File: src/rtl/wb_burst_to_classic.sv
// rtl/wb_burst_to_classic.sv - pipelined burst master port to classic Wishbone B4 cycles
// One CYC per burst, incrementing CTI beats, per-beat ack watchdog.
module wb_burst_to_classic #(
  parameter int unsigned TIMEOUT = 255
) (
  input  logic        clk,
  input  logic        rst_n,
  input  logic [31:0] mem_address_i,
  input  logic [31:0] mem_writedata_i,
  input  logic [3:0]  mem_byteenable_i,
  input  logic [2:0]  mem_burstcount_i,
  input  logic        mem_write_i,
  input  logic        mem_read_i,
  output logic        mem_waitrequest_o,
  output logic        mem_readdatavalid_o,
  output logic [31:0] mem_readdata_o,
  output logic [31:0] wb_adr_o,
  output logic [31:0] wb_dat_o,
  output logic [3:0]  wb_sel_o,
  output logic        wb_we_o,
  output logic        wb_cyc_o,
  output logic        wb_stb_o,
  output logic [2:0]  wb_cti_o,
  output logic [1:0]  wb_bte_o,
  input  logic [31:0] wb_dat_i,
  input  logic        wb_ack_i,
  input  logic        wb_err_i,
  output logic        bus_error_o
);

  typedef enum logic [1:0] {IDLE, WRITE, READ} state_e;

  localparam logic [7:0] TIMEOUT_CNT = 8'(TIMEOUT);

  state_e      state_q, state_d;
  logic [31:0] adr_q, adr_d;
  logic [2:0]  rem_q, rem_d;
  logic        cyc_q, cyc_d;
  logic        we_q, we_d;
  logic [7:0]  wdog_q, wdog_d;
  logic        rdv_q, rdv_d;
  logic [31:0] rdata_q, rdata_d;
  logic        berr_q, berr_d;

  logic [2:0]  burst_len;
  logic        timeout;
  logic        beat_done;
  logic        unused_adr_lsbs;

  assign unused_adr_lsbs = ^mem_address_i[1:0];

  always_comb begin
    burst_len = mem_burstcount_i;
    if (mem_burstcount_i == 3'd0) begin
      burst_len = 3'd1;
    end else if (mem_burstcount_i > 3'd4) begin
      burst_len = 3'd4;
    end
  end

  // A simultaneous ack/err always wins over the watchdog, so a late ack is never turned into an error.
  assign timeout   = (TIMEOUT != 0) && cyc_q && !wb_ack_i && !wb_err_i && (wdog_q == TIMEOUT_CNT);
  assign beat_done = cyc_q && (wb_ack_i || wb_err_i || timeout);

  always_comb begin
    state_d           = state_q;
    adr_d             = adr_q;
    rem_d             = rem_q;
    cyc_d             = cyc_q;
    we_d              = we_q;
    wdog_d            = wdog_q;
    rdv_d             = 1'b0;
    rdata_d           = rdata_q;
    berr_d            = 1'b0;
    mem_waitrequest_o = 1'b1;

    case (state_q)
      IDLE: begin
        mem_waitrequest_o = !(mem_read_i && !mem_write_i);
        wdog_d            = 8'd0;
        if (mem_write_i || mem_read_i) begin
          adr_d   = {mem_address_i[31:2], 2'b00};
          rem_d   = burst_len;
          cyc_d   = 1'b1;
          we_d    = mem_write_i;
          state_d = mem_write_i ? WRITE : READ;
        end
      end
      WRITE, READ: begin
        if (state_q == WRITE) begin
          mem_waitrequest_o = !beat_done;
        end
        if (beat_done) begin
          adr_d  = adr_q + 32'd4;
          rem_d  = rem_q - 3'd1;
          wdog_d = 8'd0;
          berr_d = wb_err_i || timeout;
          if (state_q == READ) begin
            rdv_d   = 1'b1;
            rdata_d = timeout ? 32'hFFFF_FFFF : wb_dat_i;
          end
          if (rem_q == 3'd1) begin
            cyc_d   = 1'b0;
            we_d    = 1'b0;
            state_d = IDLE;
          end
        end else if (wdog_q != 8'hFF) begin
          wdog_d = wdog_q + 8'd1;
        end
      end
      default: begin
        state_d = IDLE;
        cyc_d   = 1'b0;
        we_d    = 1'b0;
      end
    endcase
  end

  always_ff @(posedge clk or negedge rst_n) begin
    if (!rst_n) begin
      state_q <= IDLE;
      adr_q   <= 32'd0;
      rem_q   <= 3'd0;
      cyc_q   <= 1'b0;
      we_q    <= 1'b0;
      wdog_q  <= 8'd0;
      rdv_q   <= 1'b0;
      rdata_q <= 32'd0;
      berr_q  <= 1'b0;
    end else begin
      state_q <= state_d;
      adr_q   <= adr_d;
      rem_q   <= rem_d;
      cyc_q   <= cyc_d;
      we_q    <= we_d;
      wdog_q  <= wdog_d;
      rdv_q   <= rdv_d;
      rdata_q <= rdata_d;
      berr_q  <= berr_d;
    end
  end

  assign wb_adr_o            = adr_q;
  assign wb_dat_o            = mem_writedata_i;
  assign wb_sel_o            = mem_byteenable_i;
  assign wb_we_o             = we_q;
  assign wb_cyc_o            = cyc_q;
  assign wb_stb_o            = cyc_q;
  assign wb_cti_o            = !cyc_q ? 3'b000 : ((rem_q == 3'd1) ? 3'b111 : 3'b010);
  assign wb_bte_o            = 2'b00;
  assign mem_readdatavalid_o = rdv_q;
  assign mem_readdata_o      = rdata_q;
  assign bus_error_o         = berr_q;

endmodule

File: config.mk
export PLATFORM = sky130hd
export DESIGN_NAME = wb_burst_to_classic
export DESIGN_NICKNAME = d
export VERILOG_FILES = /design/src/rtl/wb_burst_to_classic.sv
export SDC_FILE = /design/constraint.sdc
export NUM_CORES = 1
export LEC_CHECK = 0
export BUFFER_PORTS_ARGS = -buffer_cell sky130_fd_sc_hd__buf_2
export CORE_ASPECT_RATIO = 1.4
export CORE_MARGIN = 4
export CORE_UTILIZATION = 48
export CTS_BUF_LIST = sky130_fd_sc_hd__clkbuf_4
export CTS_CLUSTER_SIZE = 30
export DETAILED_ROUTE_END_ITERATION = 8
export MAX_ROUTING_LAYER = met4
export PLACE_DENSITY = 0.87
export SKIP_LAST_GASP = 1
export SLEW_MARGIN = 5
export SYNTH_ARGS = -nofsm -noshare
export SYNTH_HDL_FRONTEND = slang
export SYNTH_SLANG_ARGS = --single-unit
export TNS_END_PERCENT = 5
File: constraint.sdc
create_clock -name clk -period 2.35 [get_ports clk]
set_input_delay 0.1175 -clock clk [delete_from_list [all_inputs] [get_ports clk]]
set_output_delay 0.1175 -clock clk [all_outputs]
set_load 0.01 [all_outputs]
Word level (Yosys, flattened, before mapping)
Cells that the tools add are included.

Memories kept: 0. Word-level logic and storage cells: 76. Bits in writable memories: 0. Latch bits: 0. Bits in registers: 81. Input bits: 109. Memory bits (read-only): 0.

Shifts and indexed selects: 0. Div/mod/pow operators: 0. Mux-type cells: 32. Equal/unequal tests: 9. Multiply operators: 0. Bitwise operators: 0. Reduce and logical (&&, ||, !) cells: 22. Add/sub/neg operators: 3. Order comparisons: 1.

Operators by type and width (number): $mux W32 (3); $pmux W32 S2 (1); $add A32 B3 Y32 const B (1); $mux W3 (6); $mux W8 (2); $pmux W8 S2 (1); $mux W1 (10); $reduce_and A3 Y1 (3); $add A8 B1 Y8 const B (1); $eq A8 B8 Y1 const B (1); $mux W2 (4); $ne A8 B8 Y1 const B (1); $ne A2 B2 Y1 const B (3); $pmux W1 S2 (3); $pmux W3 S2 (1); $logic_and A1 B1 Y1 (5); $logic_not A1 Y1 (5); $logic_or A1 B1 Y1 (4); $pmux W2 S2 (1); $eq A3 B1 Y1 const B (1); $gt A3 B3 Y1 const B (1); $logic_not A3 Y1 (1); $ne A3 B3 Y1 const B (1); $sub A3 B1 Y3 const B (1); 6 further kinds (6).

Logic depth before layout (Yosys ltp)
Depth in word-level cells: 9. Mapped depth: 9. Mapped depth without buffers: 7.

Least setup slack after synthesis
Ideal clock, no wire load.

Path type: flip-flop to flip-flop. Start: register wb_we_o (netlist name). End: register cyc_q, in the netlist wb_cyc_o. Buffers on the path: 1. Stages on the path, launching flop included: 7. Period minus slack after synthesis: 2121 ps. Path slack: 229 ps. Data arrival time: 1997 ps. Path through: dfrtp_1 inv_1 ha_1 clkbuf_1 clkinv_1 o21ai_1 mux2_2.

RTL lines: end signal: assignment (line 134) `cyc_q <= cyc_d;`; end: declaration (line 38) `logic cyc_q, cyc_d;`.

Worst setup path after layout
Start: register wdog_q[0]. End: output port mem_waitrequest_o.

Word-level cells in the longest chain between the ends: 7.

RTL lines: start: declaration (line 40) `logic [7:0] wdog_q, wdog_d;`; start signal: assignment (line 136) `wdog_q <= wdog_d;`; $eq A8 B8 Y1 (line 62) `assign timeout = (TIMEOUT != 0) && cyc_q && !wb_ack_i && !wb_err_i && (wdog_q == TIMEOUT_CNT);`; $logic_and A1 B1 Y1 (line 62); $logic_or A1 B1 Y1 (line 63) `assign beat_done = cyc_q && (wb_ack_i || wb_err_i || timeout);`; $logic_and A1 B1 Y1 (line 63); $logic_not A1 Y1 (line 91) `mem_waitrequest_o = !beat_done;`; $mux W1 (line 90) `if (state_q == WRITE) begin`; $pmux W1 S2 (line 77) `case (state_q)`; end: declaration (line 14) `output logic mem_waitrequest_o,`.

No other way between the ends.

==> results <==
- The run finished with clean final reports.
- Headroom to the max-slew limit came out at 0.502.
- The die span in y is 122 µm.
- The hold violation total from the final report is 0.
- The antenna violation net count after detailed routing is 0.
- The number of synthesized flops with an enable pin is 0.
- Counting every sink on the clock net gives 78.
- The sort of element at the start of the critical path is a flop.
- The CTS tree is yes.
- The initial utilization of the core area, before any placement, comes to 0.490.
- The path type of the worst setup path is reg2out.
- Once layout is done, the placed cells without fillers occupy 5750 µm².
- The most common cell in the netlist is dfrtp_1.
- During I/O placement, the number of pins put on the boundary was 220.
- The die footprint is 10800 µm².
- The wire length after detailed routing is 13200 µm.
- The synthesized netlist occupies a cell area of 4420 µm².
- The row count is 41.
- The sequential cell area is 1950 µm².
- The number of CTS-inserted buffers is 9.
- The total power draw is 0.00802 W.
- By area the synthesized netlist is led by dfrtp_1 (44%), buf_4 (7.3%), o22a_1 (6.7%), a21oi_1 (3.6%), nand2_1 (3.4%).
- The number of endpoints failing setup at the final stage is 0.
- For this run, design rule violations remaining after detail routing come to 0.
- The average via count per standard cell is 5.85.
- The worst-case vdd ir drop is 0.966 mV.
- The worst-case clock buffer depth is 2.
- Data on the critical path arrives at its endpoint at 2.05 ns.
- For met1 alone, demand over resource in global routing was 0.304.
- The leakage dissipation is 2.58 nW.
- Buffers placed on the I/O ports in this run total 141.
- The area growth from synthesis to layout is 30.1%.
- The standard cell area after detailed placement is 4970 µm².
- The number of distinct standard cells referenced by the synthesized netlist is 62.
- The tree is rooted in a clkbuf_4.
- The min-delay analysis places its worst path in the category in2reg.
- Measured along the x axis, the die boundary spans 89.1 µm.
- The maximum level of the CTS H-tree is 3.
- The register clock-pin slew on the reported worst setup and hold paths is 0.12 ns.
- In the synthesized netlist the dominant register cell turns out to be dfrtp_1.
- At the pin with the least slew margin, the transition time is 0.746 ns.
- After clock tree synthesis, the setup repair step added 0 buffers.
- The number of global-route vias before repair came to 4333.
- Setup repair after global routing could not meet its margin everywhere.
- Of the post-synthesis cell area, the dominant cell type holds 0.441.
- Entering global routing, the biggest net connects 68 pins.
- For met3 alone, demand over resource in global routing was 0.0589.
- The total routing usage reported by global routing is 0.262.
- The number of filler cells placed in the layout is 697.
- The first global-routing pass estimated 21300 µm of wire.
- For this run, global-route usage on met2 was measured as 0.411.
- The minimum period implied by the final worst setup slack is 2.16 ns.
- The number of synthesized register bits is 78.
- The setup skew after layout is 0.0179 ns.
- The count of pins over their slew limit was 0.
- Across the run, the number of max-cap violations was 0.
- In the final layout, the multi-input gates occupy 2020 µm².
- The mean post-synth cell area is 9.47 µm².
- STA classifies the critical path endpoint as a primary output.
- Across all layers, the routed design uses 4344 vias.
- Static timing analysis puts the maximum clock frequency at 462 MHz.
- The core box area is 9030 µm².
- In this run the most used layer during global routing was met2.
- The initial antenna violation count is 1.
- The count of mapped cells out of synthesis is 467.
- Summed over all layers, the global routing overflow is 0.
- In the final routed layout, each cell accounts on average for 17.8 µm.
- Dividing total power by cell area gives a power density of 1390 nW/µm².
- The largest area contributor in the synthesized netlist is dfrtp_1.
- The sequential area share after synthesis is 0.441.
- The critical path data required time is 2.23 ns.
- The fraction of registers with async set or reset after synthesis is 1.00.
- Of all nets on the critical path, the largest fanout is 6.
- The net count of the finished layout is 747.
- The ratio of final minimum period to clock period is 0.921.
- The worst-skew pair later-pin latency is 0.45 ns.
- The share of cells above drive strength 1 is 0.300.
- The first TritonRoute pass finished after 5 iterations.
- The detailed placement HPWL is 8550 µm.
- For this run, the number of Yosys warnings is 0.
- After the first detailed-routing iteration, the DRC count stood at 437.
- At the end of routability-driven placement, the weighted congestion stood at 0.851.
- In the synthesized netlist, the cells that appear most often are dfrtp_1 (78), buf_4 (43), nand2_1 (40).
==> report_power, final <==
part / internal, W / switching, W / total [W]
clock network: 0.000423 / 0.000494 / 0.000917
registers: 0.00198 / 0.000599 / 0.00258
logic: 0.00198 / 0.00254 / 0.00452
total: 0.00438 / 0.00364 / 0.00802
==> metal layers <==
layer	wire (µm)	vias to the layer above
met4	803	0
met3	903	94
met5	0	-
met2	6680	226
li1	-	1989
met1	4840	2035
==> metrics by stage <==
step | worst slack (ns) | setup TNS [ns] | hold slack, ns | std cells | utilization
after global routing | -0.00748 | -0.00748 | 0.0263 | 742 | 0.637
final | 0.186 | 0 | 0.0416 | 743 | 0.637
after CTS | 0.165 | 0 | 0.00869 | 741 | 0.636
after detailed placement | 0.244 | 0 | 0.184 | 665 | 0.551
after floorplan | 0.229 | 0 | -0.178 | 470 | -
after global placement | 0.298 | 0 | 0.168 | 665 | 0.551
==> cell usage in the layout (no fill, tap or decap), types with 3 or more instances in the layout <==
| cell | n |
|---|---|
| o21ai_0 | 22 |
| buf_2 | 140 |
| and2_1 | 3 |
| buf_4 | 15 |
| nand2b_1 | 7 |
| nor3_1 | 6 |
| ha_1 | 7 |
| nand2_1 | 40 |
| a21oi_1 | 32 |
| dfrtp_1 | 78 |
| nand3_1 | 23 |
| o22ai_1 | 15 |
| mux2i_1 | 5 |
| o211ai_1 | 3 |
| nor2_1 | 26 |
| nand4_1 | 12 |
| dlygate4sd3_1 | 61 |
| and3_1 | 10 |
| inv_1 | 10 |
| nor2b_1 | 4 |
| conb_1 | 4 |
| a2bb2oi_1 | 8 |
| a31oi_1 | 3 |
| clkbuf_4 | 9 |
| xnor2_1 | 5 |
| o22a_1 | 34 |
| o31ai_1 | 3 |
==> worst max-delay path, stage by stage, from the launching register on <==
cell and delay, ns:
dfrtp_1 0.42, ha_1 0.23, nand3_1 0.20, nor2_1 0.07, nor3_1 0.25, buf_4 0.19
o22ai_1 0.07, nand2_1 0.06, buf_2 0.12
==> final cells by class <==
| type | instances | share of cell area |
|---|---|---|
| tap | 107 | 0.0233 |
| timing repair buffer | 217 | 0.251 |
| inverter | 11 | 0.00718 |
| antenna | 2 | 0.000870 |
| clock inverter | 6 | 0.0152 |
| sequential | 78 | 0.339 |
| clock buffer | 9 | 0.0117 |
| multi-input combinational | 313 | 0.351 |
==> final timing paths <==
check / from / end / slack (ns) / depth (start not counted)
max in group asynchronous: rst_n / mem_readdata_o[27]$_DFFE_PN0P_ / 1.46 / 3
worst max register to register: wb_adr_o[2]$_DFFE_PN0P_ / wb_adr_o[16]$_DFFE_PN0P_ / 0.20 / 6
min in group asynchronous: rst_n / wdog_q[3]$_DFFE_PN0P_ / 0.22 / 2
worst min-delay path: mem_address_i[28] / wb_adr_o[28]$_DFFE_PN0P_ / 0.04 / 3
worst min register to register: mem_readdata_o[3]$_DFFE_PN0P_ / mem_readdata_o[3]$_DFFE_PN0P_ / 0.52 / 1
worst max-delay path: wdog_q[0]$_DFFE_PN0P_ / mem_waitrequest_o / 0.19 / 8
==> cells by family (layout without fill, tap and decap cells) <==
family | after synthesis | count (layout) | synth area share
buf+inv | 79 | 243 | 0.108
other cells | 1 | 6 | 0.000848
simple gates | 153 | 153 | 0.187
compound gates | 137 | 137 | 0.216
xor+xnor | 5 | 5 | 0.00990
fa+ha+maj | 8 | 8 | 0.0226
flops | 78 | 78 | 0.441
mux | 6 | 6 | 0.0139
==> state kept, by name, summed over array words and instances, names as in the netlist <==
name	flops
state_q	1
wdog_q	8
wb_cyc_o	1
rem_q	3
wb_adr_o	30
bus_error_o	1
mem_readdatavalid_o	1
mem_readdata_o	32
wb_we_o	1
==> repair_timing <==
| action | in CTS | in global routing |
|---|---|---|
| hold buffers | 61 | 0 |
| hold endpoints to repair | 106 | 0 |
| setup endpoints to repair | 0 | 2 |
| gates resized for setup | 0 | 1 |
(Power assumes the default switching activity.)
